[src/rtl/serial_frame_rx.sv]
// Hunts an LSB-first sync word, then assembles WIDTH payload bits plus an even-parity bit.
// Outputs are registered; dout_valid pulses on the parity-bit edge. din_valid=0 simply freezes all state.
module serial_frame_rx #(
    parameter int               WIDTH = 8,
    parameter logic [WIDTH-1:0] SYNC  = 8'hA5
) (
    input  logic             clk,
    input  logic             rst,
    input  logic             din,
    input  logic             din_valid,
    output logic [WIDTH-1:0] dout,
    output logic             dout_valid,
    output logic             par_err,
    output logic             locked,
    output logic [15:0]      frame_cnt,
    output logic [7:0]       err_cnt
);

    localparam int CW = $clog2(WIDTH);

    localparam logic [1:0] ST_HUNT    = 2'd0;
    localparam logic [1:0] ST_PAYLOAD = 2'd1;
    localparam logic [1:0] ST_PARITY  = 2'd2;

    logic [1:0]       state_q, state_d;
    logic [WIDTH-1:0] window_q, window_d;
    logic [WIDTH-1:0] shreg_q, shreg_d;
    logic [CW-1:0]    bit_cnt_q, bit_cnt_d;
    logic [WIDTH-1:0] dout_q, dout_d;
    logic             dout_valid_q, dout_valid_d;
    logic             par_err_q, par_err_d;
    logic             locked_q, locked_d;
    logic [15:0]      frame_cnt_q, frame_cnt_d;
    logic [7:0]       err_cnt_q, err_cnt_d;
    logic [WIDTH-1:0] win_shift;
    logic             bad_par;

    assign win_shift = {din, window_q[WIDTH-1:1]};
    assign bad_par   = (^shreg_q) ^ din;

    always_comb begin
        state_d      = state_q;
        window_d     = window_q;
        shreg_d      = shreg_q;
        bit_cnt_d    = bit_cnt_q;
        dout_d       = dout_q;
        dout_valid_d = 1'b0;
        par_err_d    = par_err_q;
        frame_cnt_d  = frame_cnt_q;
        err_cnt_d    = err_cnt_q;
        if (din_valid) begin
            case (state_q)
                ST_HUNT: begin
                    window_d = win_shift;
                    if (win_shift == SYNC) begin
                        state_d   = ST_PAYLOAD;
                        bit_cnt_d = '0;
                        shreg_d   = '0;
                    end
                end
                ST_PAYLOAD: begin
                    // Sync detection is deliberately off here; payload bits never re-arm the hunt.
                    shreg_d   = {din, shreg_q[WIDTH-1:1]};
                    bit_cnt_d = bit_cnt_q + CW'(1);
                    if (bit_cnt_q == CW'(WIDTH - 1)) begin
                        state_d   = ST_PARITY;
                        bit_cnt_d = '0;
                    end
                end
                ST_PARITY: begin
                    dout_d       = shreg_q;
                    par_err_d    = bad_par;
                    dout_valid_d = 1'b1;
                    frame_cnt_d  = frame_cnt_q + 16'd1;
                    if (bad_par && (err_cnt_q != 8'hFF)) begin
                        err_cnt_d = err_cnt_q + 8'd1;
                    end
                    window_d = '0;
                    state_d  = ST_HUNT;
                end
                default: begin
                    state_d  = ST_HUNT;
                    window_d = '0;
                end
            endcase
        end
        locked_d = (state_d == ST_PAYLOAD) || (state_d == ST_PARITY);
    end

    always_ff @(posedge clk or posedge rst) begin
        if (rst) begin
            state_q      <= ST_HUNT;
            window_q     <= '0;
            shreg_q      <= '0;
            bit_cnt_q    <= '0;
            dout_q       <= '0;
            dout_valid_q <= 1'b0;
            par_err_q    <= 1'b0;
            locked_q     <= 1'b0;
            frame_cnt_q  <= '0;
            err_cnt_q    <= '0;
        end else begin
            state_q      <= state_d;
            window_q     <= window_d;
            shreg_q      <= shreg_d;
            bit_cnt_q    <= bit_cnt_d;
            dout_q       <= dout_d;
            dout_valid_q <= dout_valid_d;
            par_err_q    <= par_err_d;
            locked_q     <= locked_d;
            frame_cnt_q  <= frame_cnt_d;
            err_cnt_q    <= err_cnt_d;
        end
    end

    assign dout       = dout_q;
    assign dout_valid = dout_valid_q;
    assign par_err    = par_err_q;
    assign locked     = locked_q;
    assign frame_cnt  = frame_cnt_q;
    assign err_cnt    = err_cnt_q;

endmodule

[config.mk]
export PLATFORM = sky130hd
export DESIGN_NAME = serial_frame_rx
export DESIGN_NICKNAME = d
export VERILOG_FILES = /design/src/rtl/serial_frame_rx.sv
export SDC_FILE = /design/constraint.sdc
export NUM_CORES = 1
export LEC_CHECK = 0
export CAP_MARGIN = 40
export CORE_UTILIZATION = 57
export DETAILED_ROUTE_END_ITERATION = 12
export PLACE_DENSITY = 0.93
export SYNTH_ARGS = -nofsm -noshare
export SYNTH_HDL_FRONTEND = slang
export SYNTH_SLANG_ARGS = --single-unit
export TNS_END_PERCENT = 100
[constraint.sdc]
create_clock -name clk -period 5.58 [get_ports clk]
set_clock_uncertainty 0.15 [all_clocks]
set_input_delay 1.116 -clock clk [delete_from_list [all_inputs] [get_ports clk]]
set_output_delay 1.116 -clock clk [all_outputs]
set_load 0.03 [all_outputs]
==> metrics.csv <==
metric;value;unit
ir_drop;0.375;mV
critical_path_class;input port to register;
wl;5060;um
clockPowerShare;18.5;%
syn_inst;215;
cts.sinks;55;
via_count;1791;
p_per_area;417;nW/um^2
drt_iter0_drc;158;
pwr-share-seq;44.8;%
synth_compound_area_share;8.88;%
setup_ws;1.91;ns
yosys_warnings;0;
portBuffers;38;
rsz0062_at_grt;false;
dp_hpwl;3590;um
root_buffer;clkbuf_8;
final_hold_viol_count;0;
die_y;67.2;um
yosysSeqAreaShare;56.8;%
fmax;272;MHz
ctsHoldBuffers;0;
worstPathArrival;3.76;ns
core;4030;sq um
internal_power;785;uW
grt.total_usage;25.3;%
slowest_delay;0.71;ns
die_w;67.2;um
yosys.area_share.simple;16.3;%
timing.hold.ws;0.335;ns
synth_top_family_by_area;simple AND/OR/NAND/NOR gates;
grt_max_degree;32;
synthAdderAreaFrac;2.07;%
synth.cell_area;2420;sq um
clk_path_buf_depth;2;
post_cts_resized;0;
hold_class;register to register;
worst_pin_slew;0.807;ns
clock_latency;0.31;ns
slew_headroom;45.8;%
power_switching;448;uW
cpMaxStageDelayCell;clkdlybuf4s50_1;
drv_slew;0;
drt.antenna.violating_nets;0;
avgSynthCellArea;11.3;sq um
drt-pass1-iter-count;4;
max_cap_violations;0;
via_per_inst;5.87;
layout-drive-gt1-share;7.45;%
status;completed;
placedInstanceArea;2860;sq um
grt_first_pass_wirelength;8230;um
path_cells;clkdlybuf4s50_1 > nor2b_1 > nand2_1 > inv_1 > o31ai_1 > nor4_1 > xor2_1;
cts_tree;done;
fin_crit;3.67;ns
cp_max_fo;15;
htree_levels;2;
p_comb_share;36.7;%
rows;23;
wl_per_cell;16.6;um
utilization;73.3;%
initial_core_util;60.1;%
setup_tns;0;ns
syn_nets;223;
worst_setup_path_start_kind;input port;
final_nets;262;
io_pins;39;
die_area;4510;sq um
diodes;0;
setup-violations-final;0;
end_kind;register;
synthMuxAreaShare;2.79;%
antenna_found_initial;0;
post-place-ws;1.63;ns
nFillCells;270;
period_share;65.8;%
fin_area;2950;sq um
grt_pass1_vias;1711;
finalWeightedCongestion;0.804;
cts_buffers;5;
overflow;0;
p_leak;1.41;nW
cp.required;5.67;ns
path_clk_slew;0.10;ns
switching_share;36.4;%
drc;0;
postCtsSetupRepairBufs;0;
synth-xor-area-share;10.8;%
area_growth;22.0;%
synth.distinct_cells;36;
ys_seq_elements;55;
-- worst max-delay path: cells and delay by family --
family,cells,cell delay [ns]
buffers and inverters,2,1.18
and+or+nand+nor,3,1.00
xor gates and xnor gates,1,0.20
AOI/OAI and AO/OA,1,0.26
-- power groups by stage --
| stage | logic, mW | registers (mW) | clock network (mW) |
|---|---|---|---|
| floorplan | 0.328 | 0.567 | 0 |
| global placement | 0.430 | 0.552 | 0 |
| detailed placement | 0.453 | 0.557 | 0 |
| CTS | 0.457 | 0.551 | 0.231 |
| global route | 0.489 | 0.562 | 0.252 |
| finish | 0.453 | 0.553 | 0.228 |
-- flip-flops by register name (all words and copies together), names as in the netlist --
signal and flops:
err_cnt 8, dout 8, locked 1, window_q 7
par_err 1, state_q 2, bit_cnt_q 3, dout_valid 1
frame_cnt 16, shreg_q 8
-- routing by layer --
metal,vias up,wire length (um),track usage [%]
met4,0,84,11.7
met3,9,227,4.73
met5,-,0,0
li1,826,-,-
met2,58,2610,42.5
met1,898,2140,31.7
-- cell usage after synthesis (all sizes together) --
| cell type | number | share of area, % |
|---|---|---|
| dfrtp | 55 | 57 |
| nand2 | 39 | 6.0 |
| xnor2 | 15 | 6.2 |
| a22o | 14 | 5.1 |
| nand3 | 12 | 2.5 |
| xor2 | 10 | 3.6 |
| inv | 8 | 1.2 |
| nor2 | 8 | 1.4 |
| and3 | 6 | 1.5 |
| clkbuf | 6 | 0.93 |
| mux2 | 5 | 2.8 |
| ha | 4 | 2.1 |
| o21ai | 4 | 0.83 |
| o22ai | 4 | 1.0 |
| a21oi | 3 | 0.62 |
| nor3 | 3 | 0.83 |
| nor4 | 3 | 1.0 |
| and4 | 2 | 0.72 |
| nand2b | 2 | 0.52 |
| nand4 | 2 | 0.52 |
| nor2b | 2 | 0.52 |
| a22oi | 1 | 0.31 |
| a32o | 1 | 0.41 |
| and2 | 1 | 0.26 |
| buf | 1 | 0.15 |
| o21a | 1 | 0.31 |
| o31ai | 1 | 0.31 |
| or4b | 1 | 0.41 |
| xnor3 | 1 | 0.98 |
-- path summary, 6_finish.rpt --
| path | start | end | slack, ns | cells past startpoint |
|---|---|---|---|---|
| setup / recovery | din_valid | err_cnt[5] | 1.91 | 7 |
| hold / removal | frame_cnt[15] | frame_cnt[15] | 0.33 | 1 |
| max in group asynchronous | rst | frame_cnt[2] | 3.74 | 3 |
| min in group asynchronous | rst | frame_cnt[3] | 1.01 | 2 |
| hold reg to reg | frame_cnt[15] | frame_cnt[15] | 0.33 | 1 |
| setup reg to reg | state_q[0] | err_cnt[5] | 2.95 | 6 |
-- per-stage QoR --
step | total power [mW] | cells
final | 1.23 | 305
after CTS | 1.24 | 305
after floorplan | 0.896 | 215
after detailed placement | 1.01 | 297
after global placement | 0.983 | 296
after global routing | 1.30 | 305
-- cell usage in the layout, fill, tap and decap left out, types with 4 or more instances in the layout --
cell type / n
a22o_1: 14
and3_1: 6
clkbuf_8: 6
clkdlybuf4s50_1: 38
dfrtp_1: 55
ha_1: 4
inv_1: 7
nand2_1: 39
nand3_1: 12
nor2_1: 6
o22ai_1: 4
xnor2_1: 14
xor2_1: 10
-- layout make-up --
| class | count | area, sq um | share of cell area (%) |
|---|---|---|---|
| flip-flops and latches | 55 | 1380 | 46.6 |
| clock inverters | 1 | 8.76 | 0.296 |
| multi-input cells | 145 | 990 | 33.5 |
| well taps | 50 | 62.6 | 2.12 |
| inverters | 8 | 30.0 | 1.02 |
| repair buffers | 39 | 400 | 13.6 |
| clock buffers | 7 | 86.3 | 2.92 |
-- logic make-up (layout without fill, tap and decap cells) --
kind of cell,after synthesis,count (layout)
mux,5,5
fa+ha+maj,4,4
xor+xnor,26,26
flops,55,55
buf+inv,15,55
compound gates,29,29
simple gates,81,81
Power figures use the tool's default switching activity.
